File: src/rtl/dmem_stage_ctrl_pkg.sv
// Purpose: shared types and constants for the data-memory stage controller.
// Latency: n/a (types, constants and one helper only).
// Backpressure: n/a.
package dmem_stage_ctrl_pkg;

    // Default datapath width for the DM stage.
    localparam int DM_XLEN = 32;

    // Access size/sign encodings as carried in funct3 of loads and stores.
    typedef enum logic [2:0] {
        MEM_B  = 3'b000,
        MEM_H  = 3'b001,
        MEM_W  = 3'b010,
        MEM_BU = 3'b100,
        MEM_HU = 3'b101
    } mem_size_t;

    typedef enum logic [1:0] {
        DM_IDLE = 2'd0,
        DM_REQ  = 2'd1,
        DM_RESP = 2'd2
    } dm_state_t;

    // Unsigned sizes only make sense for loads; stores accept B/H/W.
    function automatic logic funct3_legal(input logic [2:0] funct3, input logic is_store);
        logic ok;
        case (funct3)
            MEM_B, MEM_H, MEM_W: ok = 1'b1;
            MEM_BU, MEM_HU:      ok = ~is_store;
            default:             ok = 1'b0;
        endcase
        return ok;
    endfunction

endpackage

File: src/rtl/dmem_stage_ctrl_align.sv
// Purpose: byte-lane logic for the DM stage: legality/alignment, byte enables, store
//          replication, and load lane extraction with sign/zero extension.
// Latency: purely combinational. Backpressure: none (no state).
// Ports: req_* describe the access being launched (addr low bits, funct3, store flag, rs2);
//        rsp_* describe the access being completed (latched addr low bits, funct3, rdata).
module dmem_align
    import dmem_stage_ctrl_pkg::*;
#(
    parameter int XLEN = DM_XLEN
) (
    input  logic [1:0]        req_lo,
    input  logic [2:0]        req_funct3,
    input  logic              req_store,
    input  logic [XLEN-1:0]   req_wdata,
    output logic              req_ok,
    output logic [XLEN/8-1:0] req_be,
    output logic [XLEN-1:0]   req_wdata_rep,
    input  logic [1:0]        rsp_lo,
    input  logic [2:0]        rsp_funct3,
    input  logic [XLEN-1:0]   rsp_rdata,
    output logic [XLEN-1:0]   rsp_data
);
    localparam int BW = XLEN / 8;

    logic       aligned;
    logic [7:0]  ld_byte;
    logic [15:0] ld_half;

    always_comb begin
        aligned       = 1'b1;
        req_be        = '0;
        req_wdata_rep = '0;
        case (req_funct3)
            MEM_B, MEM_BU: begin
                req_be        = {{(BW-1){1'b0}}, 1'b1} << req_lo;
                req_wdata_rep = {(XLEN/8){req_wdata[7:0]}};
            end
            MEM_H, MEM_HU: begin
                aligned       = ~req_lo[0];
                req_be        = {{(BW-2){1'b0}}, 2'b11} << {req_lo[1], 1'b0};
                req_wdata_rep = {(XLEN/16){req_wdata[15:0]}};
            end
            MEM_W: begin
                aligned       = (req_lo == 2'b00);
                req_be        = {BW{1'b1}};
                req_wdata_rep = req_wdata;
            end
            default: ;
        endcase
        req_ok = aligned & funct3_legal(req_funct3, req_store);
    end

    always_comb begin
        case (rsp_lo)
            2'd0:    ld_byte = rsp_rdata[7:0];
            2'd1:    ld_byte = rsp_rdata[15:8];
            2'd2:    ld_byte = rsp_rdata[23:16];
            default: ld_byte = rsp_rdata[31:24];
        endcase
        ld_half = rsp_lo[1] ? rsp_rdata[31:16] : rsp_rdata[15:0];

        case (rsp_funct3)
            MEM_B:   rsp_data = {{(XLEN-8){ld_byte[7]}}, ld_byte};
            MEM_BU:  rsp_data = {{(XLEN-8){1'b0}}, ld_byte};
            MEM_H:   rsp_data = {{(XLEN-16){ld_half[15]}}, ld_half};
            MEM_HU:  rsp_data = {{(XLEN-16){1'b0}}, ld_half};
            MEM_W:   rsp_data = rsp_rdata;
            default: rsp_data = '0;
        endcase
    end

endmodule

File: src/rtl/dmem_stage_ctrl.sv
// Purpose: sequences one load/store per EX/DM instruction over a req/gnt/rvalid data bus,
//          stalling the front of the pipeline and raising misalign/bus-error pulses.
// Latency: 3 cycles minimum (detect, request+grant, response); stall_mem drops in the last.
// Backpressure: dbus_req holds with stable addr/be/wdata until dbus_gnt; the response wait
//          is bounded by TIMEOUT cycles, after which a bus error is forced.
// Ports: m_* = EX/DM instruction fields, flush = squash (IDLE only), dbus_* = data bus,
//        stall_mem / m_load_data / load_done / misalign_exc / bus_err_exc = pipeline side.
module dmem_stage_ctrl
    import dmem_stage_ctrl_pkg::*;
#(
    parameter int XLEN    = DM_XLEN,
    parameter int TIMEOUT = 255
) (
    input  logic              clk,
    input  logic              reset,
    input  logic              m_valid,
    input  logic              m_mem_read,
    input  logic              m_mem_write,
    input  logic [2:0]        m_funct3,
    input  logic [XLEN-1:0]   m_addr,
    input  logic [XLEN-1:0]   m_wdata,
    input  logic              flush,
    output logic              dbus_req,
    output logic              dbus_we,
    output logic [XLEN-1:0]   dbus_addr,
    output logic [XLEN/8-1:0] dbus_be,
    output logic [XLEN-1:0]   dbus_wdata,
    input  logic              dbus_gnt,
    input  logic              dbus_rvalid,
    input  logic [XLEN-1:0]   dbus_rdata,
    input  logic              dbus_err,
    output logic              stall_mem,
    output logic [XLEN-1:0]   m_load_data,
    output logic              load_done,
    output logic              misalign_exc,
    output logic              bus_err_exc
);
    localparam int CW = $clog2(TIMEOUT + 1);

    dm_state_t state, nxt;

    logic [XLEN-1:0]   addr_q;
    logic [XLEN/8-1:0] be_q;
    logic [XLEN-1:0]   wdata_q;
    logic              we_q;
    logic [2:0]        funct3_q;
    logic [CW-1:0]     cnt_q;
    logic [CW-1:0]     cnt_nxt;

    logic              mem_op;
    logic              req_ok;
    logic [XLEN/8-1:0] req_be;
    logic [XLEN-1:0]   req_wdata_rep;
    logic [XLEN-1:0]   ld_data;

    logic latch_en, cnt_clr;
    logic stall_c, req_c, done_c, mis_c, berr_c;

    assign mem_op = m_valid & (m_mem_read | m_mem_write) & ~flush;

    dmem_align #(.XLEN(XLEN)) u_align (
        .req_lo        (m_addr[1:0]),
        .req_funct3    (m_funct3),
        .req_store     (m_mem_write),
        .req_wdata     (m_wdata),
        .req_ok        (req_ok),
        .req_be        (req_be),
        .req_wdata_rep (req_wdata_rep),
        .rsp_lo        (addr_q[1:0]),
        .rsp_funct3    (funct3_q),
        .rsp_rdata     (dbus_rdata),
        .rsp_data      (ld_data)
    );

    // Value the counter takes at the end of this RESP cycle (cycles spent in RESP so far,
    // including this one); saturates at TIMEOUT so it never wraps.
    assign cnt_nxt = (cnt_q == CW'(TIMEOUT)) ? cnt_q : cnt_q + 1'b1;

    always_ff @(posedge clk or posedge reset) begin
        if (reset) begin
            state    <= DM_IDLE;
            addr_q   <= '0;
            be_q     <= '0;
            wdata_q  <= '0;
            we_q     <= 1'b0;
            funct3_q <= '0;
            cnt_q    <= '0;
        end else begin
            state <= nxt;
            if (latch_en) begin
                addr_q   <= m_addr;
                be_q     <= req_be;
                wdata_q  <= req_wdata_rep;
                we_q     <= m_mem_write;
                funct3_q <= m_funct3;
            end
            if (cnt_clr) begin
                cnt_q <= '0;
            end else if (state == DM_RESP) begin
                cnt_q <= cnt_nxt;
            end
        end
    end

    always_comb begin
        nxt      = state;
        latch_en = 1'b0;
        cnt_clr  = 1'b0;
        stall_c  = 1'b0;
        req_c    = 1'b0;
        done_c   = 1'b0;
        mis_c    = 1'b0;
        berr_c   = 1'b0;
        case (state)
            DM_IDLE: begin
                // Late responses from an abandoned or timed-out access land here and are dropped.
                if (mem_op) begin
                    if (req_ok) begin
                        latch_en = 1'b1;
                        stall_c  = 1'b1;
                        nxt      = DM_REQ;
                    end else begin
                        mis_c = 1'b1;
                    end
                end
            end
            DM_REQ: begin
                req_c   = 1'b1;
                stall_c = 1'b1;
                if (dbus_gnt) begin
                    cnt_clr = 1'b1;
                    nxt     = DM_RESP;
                end
            end
            DM_RESP: begin
                // A response arriving on the timeout cycle still wins over the forced error.
                if (dbus_rvalid) begin
                    done_c = ~dbus_err;
                    berr_c = dbus_err;
                    nxt    = DM_IDLE;
                end else if (cnt_nxt == CW'(TIMEOUT)) begin
                    berr_c = 1'b1;
                    nxt    = DM_IDLE;
                end else begin
                    stall_c = 1'b1;
                end
            end
            default: nxt = DM_IDLE;
        endcase
    end

    // Every output is forced low while reset is held, so a reset mid-access drops the bus
    // request and the stall immediately regardless of what the pipeline presents.
    assign dbus_req     = req_c & ~reset;
    assign dbus_we      = req_c & ~reset & we_q;
    assign dbus_addr    = (req_c & ~reset) ? {addr_q[XLEN-1:2], 2'b00} : '0;
    assign dbus_be      = (req_c & ~reset) ? be_q : '0;
    assign dbus_wdata   = (req_c & ~reset) ? wdata_q : '0;
    assign stall_mem    = stall_c & ~reset;
    assign load_done    = done_c & ~reset;
    assign misalign_exc = mis_c & ~reset;
    assign bus_err_exc  = berr_c & ~reset;
    assign m_load_data  = (state == DM_RESP && !we_q && !reset) ? ld_data : '0;

endmodule

File: config.mk
export PLATFORM = sky130hd
export DESIGN_NAME = dmem_stage_ctrl
export DESIGN_NICKNAME = d
export VERILOG_FILES = /design/src/rtl/dmem_stage_ctrl_pkg.sv /design/src/rtl/dmem_stage_ctrl_align.sv /design/src/rtl/dmem_stage_ctrl.sv
export SDC_FILE = /design/constraint.sdc
export NUM_CORES = 1
export LEC_CHECK = 0
export BUFFER_PORTS_ARGS = -buffer_cell sky130_fd_sc_hd__buf_2
export CAP_MARGIN = 15
export CORE_MARGIN = 5
export CORE_UTILIZATION = 50
export DETAILED_ROUTE_END_ITERATION = 10
export PLACE_DENSITY = 0.86
export SYNTH_ARGS = -nofsm -noshare
export SYNTH_HDL_FRONTEND = slang
export SYNTH_HIERARCHICAL = 1
export SYNTH_SLANG_ARGS = --single-unit
export TNS_END_PERCENT = 1
File: constraint.sdc
create_clock -name clk -period 4.03 [get_ports clk]
set_input_delay 0.2015 -clock clk [delete_from_list [all_inputs] [get_ports clk]]
set_output_delay 0.2015 -clock clk [all_outputs]
set_load 0.1 [all_outputs]
==> flow_results.org, run 1 <==
** Critical path
- STA classifies the critical path startpoint as a flop.
- Data on the critical path is required at its endpoint by 3.83 ns.
- The most critical setup path has its startpoint at funct3_q[1]$_DFFE_PP0P_.
- The worst setup path is of the reg -> out kind.
- Largest stage delay on the critical path :: 0.71 ns
- Along the worst path, the maximum fanout reaches 30.
- Worst reg-to-reg setup slack :: 2.08 ns
- Critical R2R Capture :: state[1]$_DFFE_PP0P_
- STA classifies the critical path endpoint as an output port.
- In this run the critical register-to-register path is launched from cnt_q[0]$_DFFE_PP0P_.
- Cells along the critical path :: nor2b_1, buf_4, a22oi_1, a211oi_1, and2_1, buf_2
- Critical path arrival :: 3.04 ns
- In this run the number of cells on the critical path is 6.
- CP delay by family, top :: simple AND/OR/NAND/NOR gates
- For the worst flop-to-flop path, the logic depth is 6.
- Count of buffering cells on the critical path with inverters included :: 2
- Slowest CP cell :: sky130_fd_sc_hd__dfrtp_1

** Power and ir drop
- Overall power consumption after layout is estimated at 3.31 mW.
- Static leakage :: 3.51 nW
- Pwr dens :: 471 nW/um^2
- Across the VDD grid, the largest voltage drop is 0.308 mV.

** Route
- For this run, design rule violations remaining after detail routing come to 0.
- Total Wirelength :: 15.8 mm
- Detailed routing inserted a total of 5118 vias.
- Antenna Violating Nets Remaining :: 0
- Routed via count divided by cell count :: 5.70
- After detailed routing, the average wire length per cell comes to 17.6 um.
- DRC violation total after the first TritonRoute iteration :: 481
- The pre-antenna-repair detailed-routing pass consisted of 5 iterations.

** Logic synthesis
- In this run the mean area of a mapped cell was 9.97 sq um.
- Synthesized instance count :: 570
- Cell Area, Synth :: 5680 sq um
- After synthesis, flip-flops and latches occupy 36.1% of the total area.
- The synthesized netlist contains 59 unique library cells.
- After synthesis, the share of flip-flops with an asynchronous set or reset is 100%.
- Yosys mapped a number of flops with a built-in enable equal to 0.
- Count of state elements after synthesis :: 82
- Count of yosys warnings during synthesis :: 6
- Most used flip-flop cell after synthesis :: sky130_fd_sc_hd__dfrtp_1

** Floorplanning
- Number of top-level design ports :: 214
- The initial utilization of the core area, before any placement, comes to 50.4%.
- The floorplan has 39 rows.
- The floorplan step defined a core boundary enclosing 11300 sq um.
- Vertical die dimension :: 117 um
- Die outline width :: 117 um
- The die covers 13600 sq um.

** Clock tree
- Clock Sinks :: 82
- In this run the number of H-tree levels came out at 3.
- Maximum clock path buffer count :: 2
- Num CTS Buffers :: 9
- CTS tree :: built
- The tree is rooted in a sky130_fd_sc_hd__clkbuf_16.
- Cts repair resizes :: 0
- Buffers inserted by post-CTS timing repair :: 0
- The clock reaches the later pin of the worst-skew pair after 0.33 ns.
- Number of hold buffers added after CTS :: 0
- After clock tree synthesis, the clock-pin slew on the worst setup and hold paths is 0.06 ns.

** Place
- Port Buffer Count :: 211
- Once detailed placement completed, the half-perimeter wirelength came to 11.6 mm.
- Weighted congestion reported at the end of routability-driven placement :: 0.874
- Counting tap cells, the placed design contains a total of 884 instances.

** Min path
- Min-Delay Path Depth :: 2
- For hold timing, the worst endpoint is addr_q[29]$_DFFE_PP0P_.
- In this run the worst hold path is classified as in -> reg.
- The worst hold path begins at m_addr[29].

** STA
- Setup repair after global routing left no endpoint under its margin.
- Highest clock rate :: 0.309 GHz
- Final worst path period need :: 3.24 ns
- Final worst path period share :: 80.4%
- Slew at the pin closest to its max-slew limit :: 1.04 ns
- Summed over all failing endpoints, the final setup total negative slack is 0 ns.
- Number of setup violations in the final report :: 0
- Smallest hold slack :: 0.0814 ns
- Headroom to the max-slew limit came out at 30.6%.
- Final Max Tran Viols :: 0
- Across the routed clock network, the largest skew measured is 0.00386 ns.
- Number of failing hold endpoints at the final stage :: 0

** Global route
- After global routing the overflow that remains totals 0.
- Pin count of the biggest net entering global routing :: 83
- The number of global-route vias before repair came to 4932.
- GRT Overall Usage :: 22.6%
- The number of antenna violations at the first check in global routing came to 0.
- Global-route wire length before repair :: 24.4 mm

** Layout
- At the end of the flow the core is filled with cells to 62.4%.
- Antenna fix cells :: 0
- Counting the fill cells in the layout gives 938.
- Synth-to-layout area growth :: 23.7%
- Layout Nets :: 861
- Share of cells above drive strength 1 :: 35.5%
- Once layout is complete, the cells apart from fillers number 898.

** Job
- The tool flagged a number of max-cap violations equal to 0.

** Run status
- The run finished with clean final reports.
worst register-to-register path, delay by kind of cell (launching register included):
family                   cells  cell delay [ns]
AND/OR/NAND/NOR              3             0.86
AO/OA/AOI/OAI                2             0.15
flip-flops                   1             0.48
adder cells (fa/ha/maj)      1             0.34
registers in the layout (all words and copies together), names as in the netlist:
signal and count:
addr_q 32, wdata_q 32, cnt_q 8, be_q 4, funct3_q 3, state 2
we_q 1
where the power goes:
| part | internal, mW | switching, mW |
|---|---|---|
| registers | 1.07 | 0.235 |
| clock network | 0.552 | 0.312 |
| logic | 0.502 | 0.647 |
layout make-up:
type                    instances  area [sq um]  share of cell area (%)
inverters                       6          23.8                   0.338
clock buffers                  11           243                    3.45
flip-flops and latches         82          2050                    29.2
multi-input cells             433          3330                    47.4
well taps                     143           179                    2.55
clock inverters                 3          65.1                   0.926
repair buffers                220          1140                    16.2
cells in the mapped netlist, types with 5 or more instances:
cell | number | area, sq um
sky130_fd_sc_hd__buf_6 | 10 | 113
sky130_fd_sc_hd__nor2_1 | 18 | 67.6
sky130_fd_sc_hd__buf_2 | 18 | 90.1
sky130_fd_sc_hd__clkbuf_1 | 17 | 63.8
sky130_fd_sc_hd__dfrtp_1 | 82 | 2050
sky130_fd_sc_hd__a22oi_1 | 19 | 143
sky130_fd_sc_hd__inv_1 | 6 | 22.5
sky130_fd_sc_hd__nor3b_1 | 5 | 37.5
sky130_fd_sc_hd__a221o_1 | 10 | 100
sky130_fd_sc_hd__a21oi_1 | 23 | 115
sky130_fd_sc_hd__nor2b_1 | 16 | 100
sky130_fd_sc_hd__nand2_1 | 22 | 82.6
sky130_fd_sc_hd__mux4_2 | 7 | 158
sky130_fd_sc_hd__a211oi_1 | 17 | 128
sky130_fd_sc_hd__a21o_1 | 8 | 60.1
sky130_fd_sc_hd__mux2_2 | 13 | 146
sky130_fd_sc_hd__o21ai_0 | 25 | 125
sky130_fd_sc_hd__nand3_1 | 10 | 50.1
sky130_fd_sc_hd__and2_1 | 108 | 676
sky130_fd_sc_hd__mux2_1 | 70 | 788
sky130_fd_sc_hd__mux2i_1 | 8 | 80.1
worst max path at each step:
stage                                  to  slack, ns
after floorplan               bus_err_exc      -0.13
after global placement    m_load_data[27]       1.23
after detailed placement  m_load_data[24]       1.20
after CTS                 m_load_data[24]       0.82
after global routing      m_load_data[21]       0.68
final                     m_load_data[24]       0.79
cell usage in the layout, fill, tap and decap left out, types with 3 or more instances in the layout:
master	n
sky130_fd_sc_hd__a211oi_1	17
sky130_fd_sc_hd__a21o_1	8
sky130_fd_sc_hd__a21oi_1	23
sky130_fd_sc_hd__a221o_1	10
sky130_fd_sc_hd__a22oi_1	19
sky130_fd_sc_hd__a31oi_1	4
sky130_fd_sc_hd__and2_1	108
sky130_fd_sc_hd__buf_2	211
sky130_fd_sc_hd__buf_4	8
sky130_fd_sc_hd__clkbuf_16	9
sky130_fd_sc_hd__dfrtp_1	82
sky130_fd_sc_hd__inv_1	5
sky130_fd_sc_hd__mux2_1	70
sky130_fd_sc_hd__mux2_2	13
sky130_fd_sc_hd__mux2i_1	8
sky130_fd_sc_hd__mux4_2	7
sky130_fd_sc_hd__nand2_1	22
sky130_fd_sc_hd__nand2b_1	3
sky130_fd_sc_hd__nand3_1	10
sky130_fd_sc_hd__nor2_1	17
sky130_fd_sc_hd__nor2b_1	16
sky130_fd_sc_hd__nor3b_1	4
sky130_fd_sc_hd__o211ai_1	4
sky130_fd_sc_hd__o21ai_0	25
sky130_fd_sc_hd__o31ai_1	3
through the flow:
| step | setup slack [ns] | cell area [sq um] |
|---|---|---|
| 2_1_floorplan | -0.134 | 5690 |
| 3_3_place_gp | 1.23 | 6720 |
| 3_5_place_dp | 1.20 | 6720 |
| 4_1_cts | 0.823 | 7030 |
| 5_1_grt | 0.682 | 7030 |
| 6_report | 0.792 | 7030 |
metal layers:
metal,wire (um),vias up,share of wire (%),track usage [%]
met2,7430,235,47,36.4
met3,1760,32,11,7.36
met1,6170,2449,39,28.0
li1,-,2402,-,-
met4,412,0,2.6,9.40
met5,0,-,0,0
cell families (layout without fill, tap and decap cells):
group	count (synthesis)	after routing	synth area share, %
fa+ha+maj	1	1	0.220
compound gates	130	130	16.2
flops	82	82	36.1
buf+inv	56	240	5.68
simple gates	199	199	20.4
other cells	1	2	0.0660
xor+xnor	1	1	0.154
mux	100	100	21.2
(Power assumes the default switching activity.)
==> inputs of run 2 (changes only) <==
==> constraint.sdc (replaced) <==
create_clock -name clk -period 3.1 [get_ports clk]
set_input_delay 0.155 -clock clk [delete_from_list [all_inputs] [get_ports clk]]
set_output_delay 0.155 -clock clk [all_outputs]
set_load 0.1 [all_outputs]
==> run 2 against run 1 <==
Clock power rose by 34%. Sequential power rose by 28%. Setup slack got worse by 0.54 ns. Combinational power grew 38%. Register-to-register slack worse by 0.98 ns. Count of clock-buffer cells in the layout is the same. Clock skew hardly changed. Sequential share of layout area down 2.0 points. Critical endpoint is now stall_mem.
==> flow_results.org, run 2 (synthesis gave the netlist of run 1 again) <==
** Run status
- Result of the run :: finished, final reports clean

** STA
- Final Max Tran Viols :: 0 (unchanged)
- The slack of the critical path came to 0.256 ns (-0.536 ns).
- Max-Slew Margin vs Limit :: 31.4% (+0.76 points)
- Static timing analysis puts the maximum clock frequency at 0.352 GHz.
- Final worst path period share :: 91.8%
- The final hold violation count came to 0 (unchanged).
- Smallest hold slack :: 0.0343 ns (-0.0471 ns)
- The final clock skew is 0.00362 ns (-0.000238 ns).
- Number of setup violations in the final report :: 0 (unchanged)
- The transition time at the pin with the least slew margin was 1.03 ns (-0.0114 ns).
- Unrepaired setup endpoints after global routing :: false
- Final worst path period need :: 2.84 ns

** Global route
- GRT Overall Usage :: 24.0% (+1.4 points)
- Aggregate global routing overflow :: 0 (unchanged)
- Antenna violations before repair :: 0 (unchanged)
- Vias in the first global route :: 5208 (+5.6%)
- The pin count of the biggest net entering global routing came to 83 (unchanged).
- The first-pass GRT wire length came to 25.9 mm (+6.1%).

** Critical path
- Slowest CP cell :: sky130_fd_sc_hd__buf_2
- STA classifies the critical path startpoint as a flop.
- Setup crit end kind :: output port
- The worst register-to-register path begins at cnt_q[0]$_DFFE_PP0P_.
- Worst reg-to-reg setup slack :: 1.10 ns (-0.98 ns)
- The cell family contributing the most delay on the critical path is compound AO/OA/AOI/OAI gates.
- Critical path required time :: 2.94 ns (-0.89 ns)
- The worst register-to-register path ends at state[1]$_DFFE_PP0P_.
- Setup CP Type :: reg -> out
- The maximum net fanout on the critical path is 9 (-70%).
- The signal on the critical path passes through ha_1, mux2_4, and4_4, a211oi_2, nor3_2, o32ai_2, buf_2.
- Count of buffering cells on the critical path with inverters included :: 1 (-1)
- The delay contributed by the slowest stage of the critical path is 0.47 ns (-0.24 ns).
- The number of cells on the worst reg-to-reg path came to 6 (unchanged).
- Number of cells on the critical path :: 7 (+1)
- Critical path arrival :: 2.69 ns (-0.35 ns)
- Following the worst setup path forward leads to its endpoint at stall_mem.
- The most critical setup path has its startpoint at cnt_q[0]$_DFFE_PP0P_.

** Clock tree
- TritonCTS built the clock tree.
- Num CTS Buffers :: 9 (unchanged)
- Maximum clock path buffer count :: 2 (unchanged)
- The root buffer cell chosen for the clock tree is sky130_fd_sc_hd__clkbuf_16.
- The post-cts sizing count was 0 (unchanged).
- The clock-pin transition on the worst setup and hold timing paths is 0.06 ns (about the same).
- Depth of the CTS H-tree :: 3 (unchanged)
- The total setup buffers inserted after CTS came to 0 (unchanged).
- The clock insertion delay at the later pin of the skew report is 0.33 ns (about the same).
- Number of hold buffers added after CTS :: 0 (unchanged)
- The sink count of the clock tree came to 82 (unchanged).

** Route
- Total Wirelength :: 16.4 mm (+3.9%)
- Routed via count divided by cell count :: 5.80 (+1.8%)
- The count of TritonRoute iterations in the first routing pass came to 8 (+3).
- DRC violation total after the first TritonRoute iteration :: 558 (+16%)
- Remaining DRCs :: 0 (unchanged)
- Routed wirelength normalized by instance count :: 18.2 um (+3.4%)
- The count of antenna-violating nets left after detailed routing was 0 (unchanged).
- Total number of vias :: 5231 (+2.2%)

** Place
- DP Wirelength :: 12.0 mm (+3.6%)
- The setup slack after placement came to 0.513 ns (-0.690 ns).
- The count of port buffers added during placement came to 211 (unchanged).
- Weighted congestion reported at the end of routability-driven placement :: 0.902 (+3.2%)
- Total cell area at the placement stage :: 7210 sq um (+7.3%)

** Min path
- Tightest Hold Check Type :: in -> reg

** Floorplanning
- The area of the placeable core is 11300 sq um (unchanged).
- Vertical die dimension :: 117 um (unchanged)
- The total I/O pin count came to 214 (unchanged).
- The overall die width came to 117 um (unchanged).
- The initial cell density of the core came to 50.4% (unchanged).
- The die outline area was 13600 sq um (unchanged).
- The site row count was 39 (unchanged).

** Power and ir drop
- The reported leakage power is 3.60 nW (+2.6%).
- The power density over the cells came to 585 nW/um^2 (+24%).
- The maximum vdd drop was 0.478 mV (+55%).
- Pwr Total :: 4.41 mW (+33%)

** Layout
- Largest regs :: addr_q: 32 flops, wdata_q: 32 flops, cnt_q: 8 flops
- From synthesis to final layout, the design area changed by 32.7%.
- The fraction of layout instances using a drive strength above 1 came to 35.8% (+0.26 points).
- The layout net count came to 862 (+0.12%).
- Leaving out fill and tap cells, the most frequent cell in the layout is sky130_fd_sc_hd__buf_2.
- The footprint of the flip-flops and latches came to 2050 sq um (unchanged).
- The area of the multi-input gates is 3330 sq um (unchanged).
- The fill cell total of the finished layout was 881 (-6.1%).
- Most frequent cells in the layout :: sky130_fd_sc_hd__buf_2, sky130_fd_sc_hd__and2_1, sky130_fd_sc_hd__dfrtp_1, sky130_fd_sc_hd__mux2_1, sky130_fd_sc_hd__buf_12
- The cell area after layout is 7540 sq um (+7.3%).

** Job
- The max-cap violation count was 0 (unchanged).
## run 2: routing by layer
metal  track usage (%)  part of all wire, %  vias up  routed length [um]
met5                 0                    0        -                   0
met4              9.25                  3.0        0                 487
met3              6.48                   11       48                1860
met2              38.6                   47      290                7740
met1              31.0                   38     2476                6310
li1                  -                    -     2417                   -
## run 2: worst min path at each step
stage                            from  depth (start not counted)                      to  slack [ns]
after global placement     m_addr[16]                          2  addr_q[16]$_DFFE_PP0P_        0.37
final                      m_addr[10]                          2  addr_q[10]$_DFFE_PP0P_        0.03
after floorplan           dbus_rvalid                          1    state[1]$_DFFE_PP0P_        0.25
after global routing       m_addr[15]                          2  addr_q[15]$_DFFE_PP0P_        0.03
after CTS                  m_addr[18]                          2  addr_q[18]$_DFFE_PP0P_        0.03
after detailed placement   m_addr[15]                          2  addr_q[15]$_DFFE_PP0P_        0.37
## run 2: power breakdown
group | internal [mW] | switching (mW)
clock network | 0.733 | 0.429
logic | 0.686 | 0.906
registers | 1.39 | 0.270
total | 2.81 | 1.61
## run 2: layout make-up
cell class,count,area share [%]
clock buffers,11,3.22
flip-flops and latches,82,27.2
diodes,1,0.0332
repair buffers,221,21.5
inverters,6,0.348
clock inverters,5,1.14
multi-input cells,433,44.2
well taps,143,2.37
## run 2: stage by stage
step / std cells / util (%) / TNS [ns]
final: 902 / 66.9 / 0
after global placement: 885 / 64.0 / 0
after global routing: 901 / 66.9 / 0
after detailed placement: 885 / 64.0 / 0
after CTS: 901 / 66.9 / 0
after floorplan: 571 / - / -0.615
